<file path="src/rtl/gate_issue_scheduler.sv">
// gate_issue_scheduler
// Buffers Clifford gate instructions (H / Phase / CNOT) from the gate-list
// loader. It issues them one at a time to the canonical-form engine and the
// global-phase engine. The next gate is released only after both engines
// report that the current gate is finished.
//
// Ports
//   clk, rst            system clock, synchronous active-high reset
//   start               one-cycle pulse that begins a run (honoured in IDLE only)
//   gate_valid_in       loader presents a gate instruction
//   gate_ready_out      queue can accept (registered, ~full)
//   gate_type_in        0 H, 1 Phase, 2 CNOT, 3 illegal
//   qubit_pos_in        target (H/P) or control (CNOT)
//   qubit_pos2_in       CNOT target
//   last_gate_in        final gate of the circuit
//   issue_start         one-cycle start pulse to both engines
//   gate_type, qubit_pos, qubit_pos2
//                       issued gate, held until the next issue
//   gp_ready            global-phase engine finished the current gate
//   canon_done          canonical engine finished the current gate
//   busy                high in every state except IDLE
//   run_done            one-cycle pulse at the end of a run
//   gates_issued        gates completed in the current run
//   count_h_issued      Hadamards completed in the current run
//   error               sticky: illegal gate, bad position or watchdog expiry
//   fifo_count          queue occupancy
//   wd_timeout          sticky watchdog flag (only with GATE_SEQ_WATCHDOG_EN)
//
// Optional feature macro: GATE_SEQ_WATCHDOG_EN
//   Bounds the WAIT state to WD_CYCLES cycles. On expiry the gate is abandoned
//   and the run ends.
module gate_issue_scheduler #(
  parameter int num_qubit  = 4,
  parameter int FIFO_DEPTH = 8,
  parameter int WD_CYCLES  = 1024
) (
  input  logic                          clk,
  input  logic                          rst,
  input  logic                          start,
  input  logic                          gate_valid_in,
  output logic                          gate_ready_out,
  input  logic [1:0]                    gate_type_in,
  input  logic [31:0]                   qubit_pos_in,
  input  logic [31:0]                   qubit_pos2_in,
  input  logic                          last_gate_in,
  output logic                          issue_start,
  output logic [1:0]                    gate_type,
  output logic [31:0]                   qubit_pos,
  output logic [31:0]                   qubit_pos2,
  input  logic                          gp_ready,
  input  logic                          canon_done,
  output logic                          busy,
  output logic                          run_done,
  output logic [31:0]                   gates_issued,
  output logic [31:0]                   count_h_issued,
  output logic                          error,
`ifdef GATE_SEQ_WATCHDOG_EN
  output logic                          wd_timeout,
`endif
  output logic [$clog2(FIFO_DEPTH):0]   fifo_count
);

  localparam int AW = $clog2(FIFO_DEPTH);
  localparam int CW = AW + 1;

  typedef enum logic [2:0] {S_IDLE, S_FETCH, S_ISSUE, S_WAIT, S_DONE} state_t;

  typedef struct packed {
    logic [1:0]  gtype;
    logic [31:0] pos;
    logic [31:0] pos2;
    logic        last;
  } entry_t;

  state_t          state, state_next;
  entry_t          mem [FIFO_DEPTH];
  entry_t          head;
  logic [AW-1:0]   wr_ptr, rd_ptr;
  logic [CW-1:0]   count_q, count_next;
  logic            ready_q;
  logic            push, pop;
  logic            head_legal;
  logic            load_gate, illegal_pop, gate_complete;
  logic            cur_last;
  logic            seen_gp, seen_cu;
`ifdef GATE_SEQ_WATCHDOG_EN
  logic [31:0]     wd_cnt;
  logic            wd_expire;
`endif

  assign gate_ready_out = ready_q;
  assign fifo_count     = count_q;

  // The ready flag comes from the registered count. A push offered while full
  // is dropped even when a pop happens in the same cycle.
  assign push       = gate_valid_in & ready_q;
  assign count_next = count_q + CW'(push) - CW'(pop);
  assign head       = mem[rd_ptr];

  // A position must be inside the register. A CNOT also needs two distinct qubits.
  always_comb begin
    head_legal = (head.gtype != 2'd3) && (head.pos < 32'(num_qubit));
    if (head.gtype == 2'd2)
      head_legal = head_legal && (head.pos2 < 32'(num_qubit)) && (head.pos2 != head.pos);
  end

  // NOTE: queue storage has no reset; the pointers and the count define which
  // entries are valid, so clearing the array would only cost reset fan-out.
  always_ff @(posedge clk) begin
    if (push) mem[wr_ptr] <= '{gate_type_in, qubit_pos_in, qubit_pos2_in, last_gate_in};
  end

  // NOTE: all state uses non-blocking assignments so every flop samples
  // pre-edge values regardless of process ordering.
  always_ff @(posedge clk) begin
    if (rst) state <= S_IDLE;
    else     state <= state_next;
  end

  // NOTE: every output of this block gets a default first, so no path can
  // infer a latch.
  always_comb begin
    state_next    = state;
    pop           = 1'b0;
    load_gate     = 1'b0;
    illegal_pop   = 1'b0;
    gate_complete = 1'b0;
    issue_start   = 1'b0;
    run_done      = 1'b0;
    busy          = (state != S_IDLE);
`ifdef GATE_SEQ_WATCHDOG_EN
    wd_expire     = 1'b0;
`endif
    unique case (state)
      S_IDLE:  if (start) state_next = S_FETCH;
      S_FETCH: begin
        if (count_q != '0) begin
          pop = 1'b1;
          if (head_legal) begin
            load_gate  = 1'b1;
            state_next = S_ISSUE;
          end else begin
            illegal_pop = 1'b1;
            if (head.last) state_next = S_DONE;
          end
        end
      end
      S_ISSUE: begin
        issue_start = 1'b1;
        state_next  = S_WAIT;
      end
      S_WAIT: begin
        // A live level counts as well as a remembered one, so completion
        // can occur in the same cycle as the second report.
        if ((seen_gp | gp_ready) & (seen_cu | canon_done)) begin
          gate_complete = 1'b1;
          state_next    = cur_last ? S_DONE : S_FETCH;
        end
`ifdef GATE_SEQ_WATCHDOG_EN
        else if (wd_cnt == 32'(WD_CYCLES - 1)) begin
          wd_expire  = 1'b1;
          state_next = S_DONE;
        end
`endif
      end
      S_DONE: begin
        run_done   = 1'b1;
        state_next = S_IDLE;
      end
      default: state_next = S_IDLE;
    endcase
  end

  always_ff @(posedge clk) begin
    if (rst) begin
      wr_ptr         <= '0;
      rd_ptr         <= '0;
      count_q        <= '0;
      ready_q        <= 1'b1;
      gate_type      <= '0;
      qubit_pos      <= '0;
      qubit_pos2     <= '0;
      cur_last       <= 1'b0;
      seen_gp        <= 1'b0;
      seen_cu        <= 1'b0;
      gates_issued   <= '0;
      count_h_issued <= '0;
      error          <= 1'b0;
    end else begin
      if (push) wr_ptr <= wr_ptr + 1'b1;
      if (pop)  rd_ptr <= rd_ptr + 1'b1;
      count_q <= count_next;
      ready_q <= (count_next != CW'(FIFO_DEPTH));

      if (state == S_IDLE && start) begin
        gates_issued   <= '0;
        count_h_issued <= '0;
        error          <= 1'b0;
      end

      if (load_gate) begin
        gate_type  <= head.gtype;
        qubit_pos  <= head.pos;
        qubit_pos2 <= head.pos2;
        cur_last   <= head.last;
      end
      if (illegal_pop) error <= 1'b1;

      // During ISSUE the engines still show the previous gate, so their
      // reports are ignored and the flags are cleared.
      if (state == S_ISSUE) begin
        seen_gp <= 1'b0;
        seen_cu <= 1'b0;
      end else if (state == S_WAIT) begin
        seen_gp <= seen_gp | gp_ready;
        seen_cu <= seen_cu | canon_done;
      end

      if (gate_complete) begin
        gates_issued <= gates_issued + 32'd1;
        if (gate_type == 2'd0) count_h_issued <= count_h_issued + 32'd1;
      end
`ifdef GATE_SEQ_WATCHDOG_EN
      if (wd_expire) error <= 1'b1;
`endif
    end
  end

`ifdef GATE_SEQ_WATCHDOG_EN
  always_ff @(posedge clk) begin
    if (rst) begin
      wd_cnt     <= '0;
      wd_timeout <= 1'b0;
    end else begin
      if (state == S_ISSUE)     wd_cnt <= '0;
      else if (state == S_WAIT) wd_cnt <= wd_cnt + 32'd1;
      if (state == S_IDLE && start) wd_timeout <= 1'b0;
      else if (wd_expire)           wd_timeout <= 1'b1;
    end
  end
`endif

endmodule
</file>
<file path="config.mk">
export PLATFORM = sky130hd
export DESIGN_NAME = gate_issue_scheduler
export DESIGN_NICKNAME = d
export VERILOG_FILES = /design/src/rtl/gate_issue_scheduler.sv
export SDC_FILE = /design/constraint.sdc
export NUM_CORES = 1
export LEC_CHECK = 0
export BUFFER_PORTS_ARGS = -buffer_cell sky130_fd_sc_hd__buf_2
export CORE_ASPECT_RATIO = 1.4
export CORE_MARGIN = 2
export CORE_UTILIZATION = 64
export CTS_CLUSTER_DIAMETER = 120
export DETAILED_ROUTE_END_ITERATION = 10
export PLACE_DENSITY = 0.84
export SLEW_MARGIN = 20
export SYNTH_ARGS = -nofsm -noshare
export SYNTH_HDL_FRONTEND = slang
export SYNTH_SLANG_ARGS = --single-unit
export TNS_END_PERCENT = 30
</file>
<file path="constraint.sdc">
create_clock -name clk -period 13.1 [get_ports clk]
set_input_delay 0.655 -clock clk [delete_from_list [all_inputs] [get_ports clk]]
set_output_delay 0.655 -clock clk [all_outputs]
set_load 0.01 [all_outputs]
</file>
Yosys cells after proc, flatten, opt, wreduce, memory -nomap -nowiden. Memory sizes are Yosys's and may differ from the RTL's. A register that Yosys moved wholly into a read port is not among the register bits. Index checks and enable logic that the tools add are counted.

$add $sub $neg: 6. $lt $le $gt $ge: 2. Equal/unequal tests: 12. Multiplexer cells: 31. Bitwise gates (word level): 4. Reductions and logical operators: 12.

Operators by type and width (count): two-way mux 32 bit (5); adder 32 x 1 -> 32 bit, second input constant (2); < comparator 32 x 3 -> 1 bit, second input constant (2); != test 32 bit (1); two-way mux 3 bit (8); two-way mux 1 bit (17); one-hot mux 3 bit (4 select lines) (1); != test 2 bit, second input constant (4); adder 3 x 1 -> 3 bit, second input constant (2); == test 3 x 2 -> 1 bit, second input constant (2); adder 4 x 1 -> 4 bit (1); logical AND 1 bit (4); != test 4 bit, second input constant (1); AND reduction 4 bit (1); nonzero test 2 bit (2); nonzero test 4 bit (1); subtractor 4 x 1 -> 4 bit (1); == test 3 x 1 -> 1 bit, second input constant (1); == test 3 bit, second input constant (1); zero test 3 bit (1); != test 3 bit, second input constant (1); nonzero test 3 bit (1); bitwise AND 1 bit (2); == test 2 bit, second input constant (1); other kinds (3) (4).

Register bits: 148. Bits in writable memories: 536. Input bits: 73. Output and inout port bits: 139. Logic and storage cells: 82. Memories: 1.

Memory list: mem (depth 8, bits a word 67, read ports 1, clocked after memory_dff 1, wr ports 1, line 76) `entry_t mem [FIFO_DEPTH];`.

Logic depth before layout (Yosys ltp).
Depth in word-level cells: 9. Mapped depth: 15. Gate-level depth less buffers: 12.

Least setup slack after synthesis. No wires, ideal clock.

Path type: input to register. Start point: input gate_valid_in. End point: memory mem[1][0] in the netlist's numbering (enable). Library setup time: 0.681 ns. Arrival time: 7.729 ns. Required time: 12.419 ns. Path slack: 4.689 ns. Cell stages on the path: 2. Buffers on the path: 0. Path through: nand2_1 nor4b_1.

Word-level cells in the longest chain between the ends: 3.

Ends and longest elaborated chain: from (decl) (line 40) `input logic gate_valid_in,`; bitwise AND 1 bit (line 96) `assign push = gate_valid_in & ready_q;`; two-way mux 1 bit (line 110) `if (push) mem[wr_ptr] <= '{gate_type_in, qubit_pos_in, qubit_pos2_in, last_gate_in};`; two-way mux 1 bit (implied by the code) (line 110); to (decl) (line 76).

No other way between the ends.

==> metrics <==
status=finished clean; Pre-antenna DRT Iters=7; Die Area=43700 um^2; skew final=0.0235 ns; vias in the first global route=15206; Lkg Pwr=10.2 nW; Reg clk slew, reported paths=0.06 ns; Least-Margin Pin Slew=1.12 ns; Setup TNS=0 ns; Max-Cap Viols=0; Final Hold Viols=0; initial antenna violation count=7; Setup Crit Path Kind=reg2reg; largest net degree at the start of global routing=105; Area growth syn-to-layout=12.7%; clk sink count=687; FFs w/ async S/R, synth=0%; Switching Power=0.00134 W; crit path time final=5.88 ns; Syn. warnings=0; post-synth net total=1624; TritonCTS buffer count=61; PortBufs=211; clock insertion delay at the later pin of the skew report=0.61 ns; vias=15143; IO Pins=212; pwr dens=168 nW/um^2; worst rel slew slack=25.6%; 1st-iter DRT viols=1430; EDFF count, synth=536; gpl congestion=0.865; final setup fails=0; Yosys reg bits=687; most common flop cell mapped by yosys=edfxtp_1; hold depth=1; CTS hold repair buffers=0; CP required=13.58 ns; Cell variety after synth=55; Hold WC Path Type=in2reg; Max FO, Critical Path=68; PostCTS Resize Cnt=0; Comb pwr share=17.9%; CP endpoint kind=flop; Initial Utilization=65.1%; Total Nets Final=1844; postcts setup bufs=0; root buf cell=clkbuf_16; first-pass GRT wire length=91500 um; Synth Instances=1541; startpoint types=flop; drt drc=0; CTS tree=yes; Routed WL per cell=26.3 um; Die Span X=177 um; Final ANT Viol Nets=0; Std-Cell Rows=88; post-layout power=0.00509 W; Hold Slack=0.307 ns; Longest Clk Path Bufs=3; final wirelength=61800 um; fin crit share=44.9%; f_max=170 MHz; die height=247 um; gr ovfl total=0; critical path arrival=6.36 ns; Setup WS post-layout=7.22 ns; share of the synthesized area in the top cell type=59.9%; post-DP HPWL=37400 um; synthesized area=26900 um^2; H-tree levels=2; GR Util All Layers=28.6%; Pins Over Slew Limit=0; Hold Crit Start=qubit_pos_in[2]; vias per inst=6.43; VDD IR max=0.138 mV; clock share of power=32.8%; P_int=0.00375 W; RSZ-0062 raised after global routing=no; total core area=41300 um^2; most common cell after layout, fill and taps aside=edfxtp_1; dpl cell area=28400 um^2; layout cells sized above 1=27.0%; Worst Reg-to-Reg Cells=10; top cell type by total area after synthesis=edfxtp_1; commonest non-fill, non-tap cells in the layout=536 x edfxtp_1, 210 x buf_2, 148 x dfxtp_1, 134 x mux4_2, 97 x nor2_1; Final Instance Area=30300 um^2; Area contributors post-synth=edfxtp_1 60%, dfxtp_1 11%, mux4_2 11%, mux2i_1 2.5%, xor2_1 1.5%; Flop pwr share=49.2%; Sw Ratio=26.3%; sequential-to-total area share from yosys stat=71.1%; Avg Cell Area, Syn=17.5 um^2; Placement Setup Slack=7.06 ns
[Yosys cell counts, types with 12 or more instances]
cell type and instances:
mux4_2 134, a21oi_1 39, nand4_1 25, mux2i_1 68
dfxtp_1 151, nor3b_1 34, nor2_1 98, and3_1 16
edfxtp_1 536, clkbuf_1 32, buf_4 12, xor2_1 47
or3_1 15, buf_2 13, nor2b_1 40, nand3_1 41
nand2_1 49, inv_1 14, mux2_1 35
[power by group through the flow]
stage / clock (W) / sequential, W / combinational [W]
floorplan: 0 / 0.00254 / 0.000661
global placement: 0 / 0.00254 / 0.000882
detailed placement: 0 / 0.00255 / 0.000905
CTS: 0.00169 / 0.00251 / 0.000918
global route: 0.00177 / 0.00252 / 0.000970
finish: 0.00167 / 0.00251 / 0.000914
[kinds of logic (layout without fill, tap and decap cells)]
| logic type | count (synthesis) | count (layout) | synth area share (%) |
|---|---|---|---|
| fa+ha+maj | 10 | 10 | 0.493 |
| compound gates | 86 | 86 | 2.01 |
| simple gates | 369 | 369 | 7.29 |
| other cells | 0 | 8 | 0 |
| buf+inv | 88 | 354 | 1.71 |
| xor+xnor | 53 | 53 | 1.73 |
| mux | 248 | 248 | 15.7 |
| flops | 687 | 687 | 71.1 |
[path summary, 6_finish.rpt]
check                       end  slack, ns
setup reg to reg  qubit_pos2[4]       7.22
hold reg to reg   qubit_pos[25]       0.47
hold / removal       mem[4][35]       0.31
setup / recovery  qubit_pos2[4]       7.22
[state kept, by name (all words and copies together) (netlist names), named ones only]
name	count
seen_cu	1
gates_issued	32
wr_ptr	3
cur_last	1
count_h_issued	32
qubit_pos2	32
error	1
gate_ready_out	1
gate_type	2
state	3
rd_ptr	3
fifo_count	4
qubit_pos	32
seen_gp	1
mem	536
[through the flow]
stage,utilization (%),std cells
6_report,73.4,2355
5_1_grt,73.4,2352
3_5_place_dp,68.9,2238
4_1_cts,73.3,2347
3_3_place_gp,68.9,2238
2_1_floorplan,-,1541
[critical path: stages, from the launching register on]
cell	delay (ns)
dfxtp_4	1.02
buf_4	0.85
mux4_2	0.43
mux2i_1	0.61
nand4_1	0.19
or4_1	0.53
nor4_1	0.37
nand2b_1	0.16
o22ai_4	0.33
buf_4	0.65
mux2_1	0.40
[final cells by class]
| class | instances | area (um^2) |
|---|---|---|
| Tap cell | 540 | 676 |
| Inverter | 14 | 52.6 |
| Sequential cell | 687 | 19100 |
| Timing Repair Buffer | 231 | 1210 |
| Clock buffer | 75 | 1620 |
| Clock inverter | 34 | 228 |
| Fill cell | 2401 | 11000 |
| Multi-Input combinational cell | 766 | 7370 |
| Antenna cell | 8 | 20.0 |
[metal layers]
| metal | up-vias | global-route usage, % | wire [um] |
|---|---|---|---|
| li1 | 6490 | - | - |
| met1 | 7682 | 34.5 | 22200 |
| met2 | 808 | 49.6 | 31600 |
| met3 | 159 | 5.68 | 5230 |
| met4 | 4 | 13.6 | 2740 |
| met5 | - | 0 | 21 |
Power figures use the tool's default switching activity.
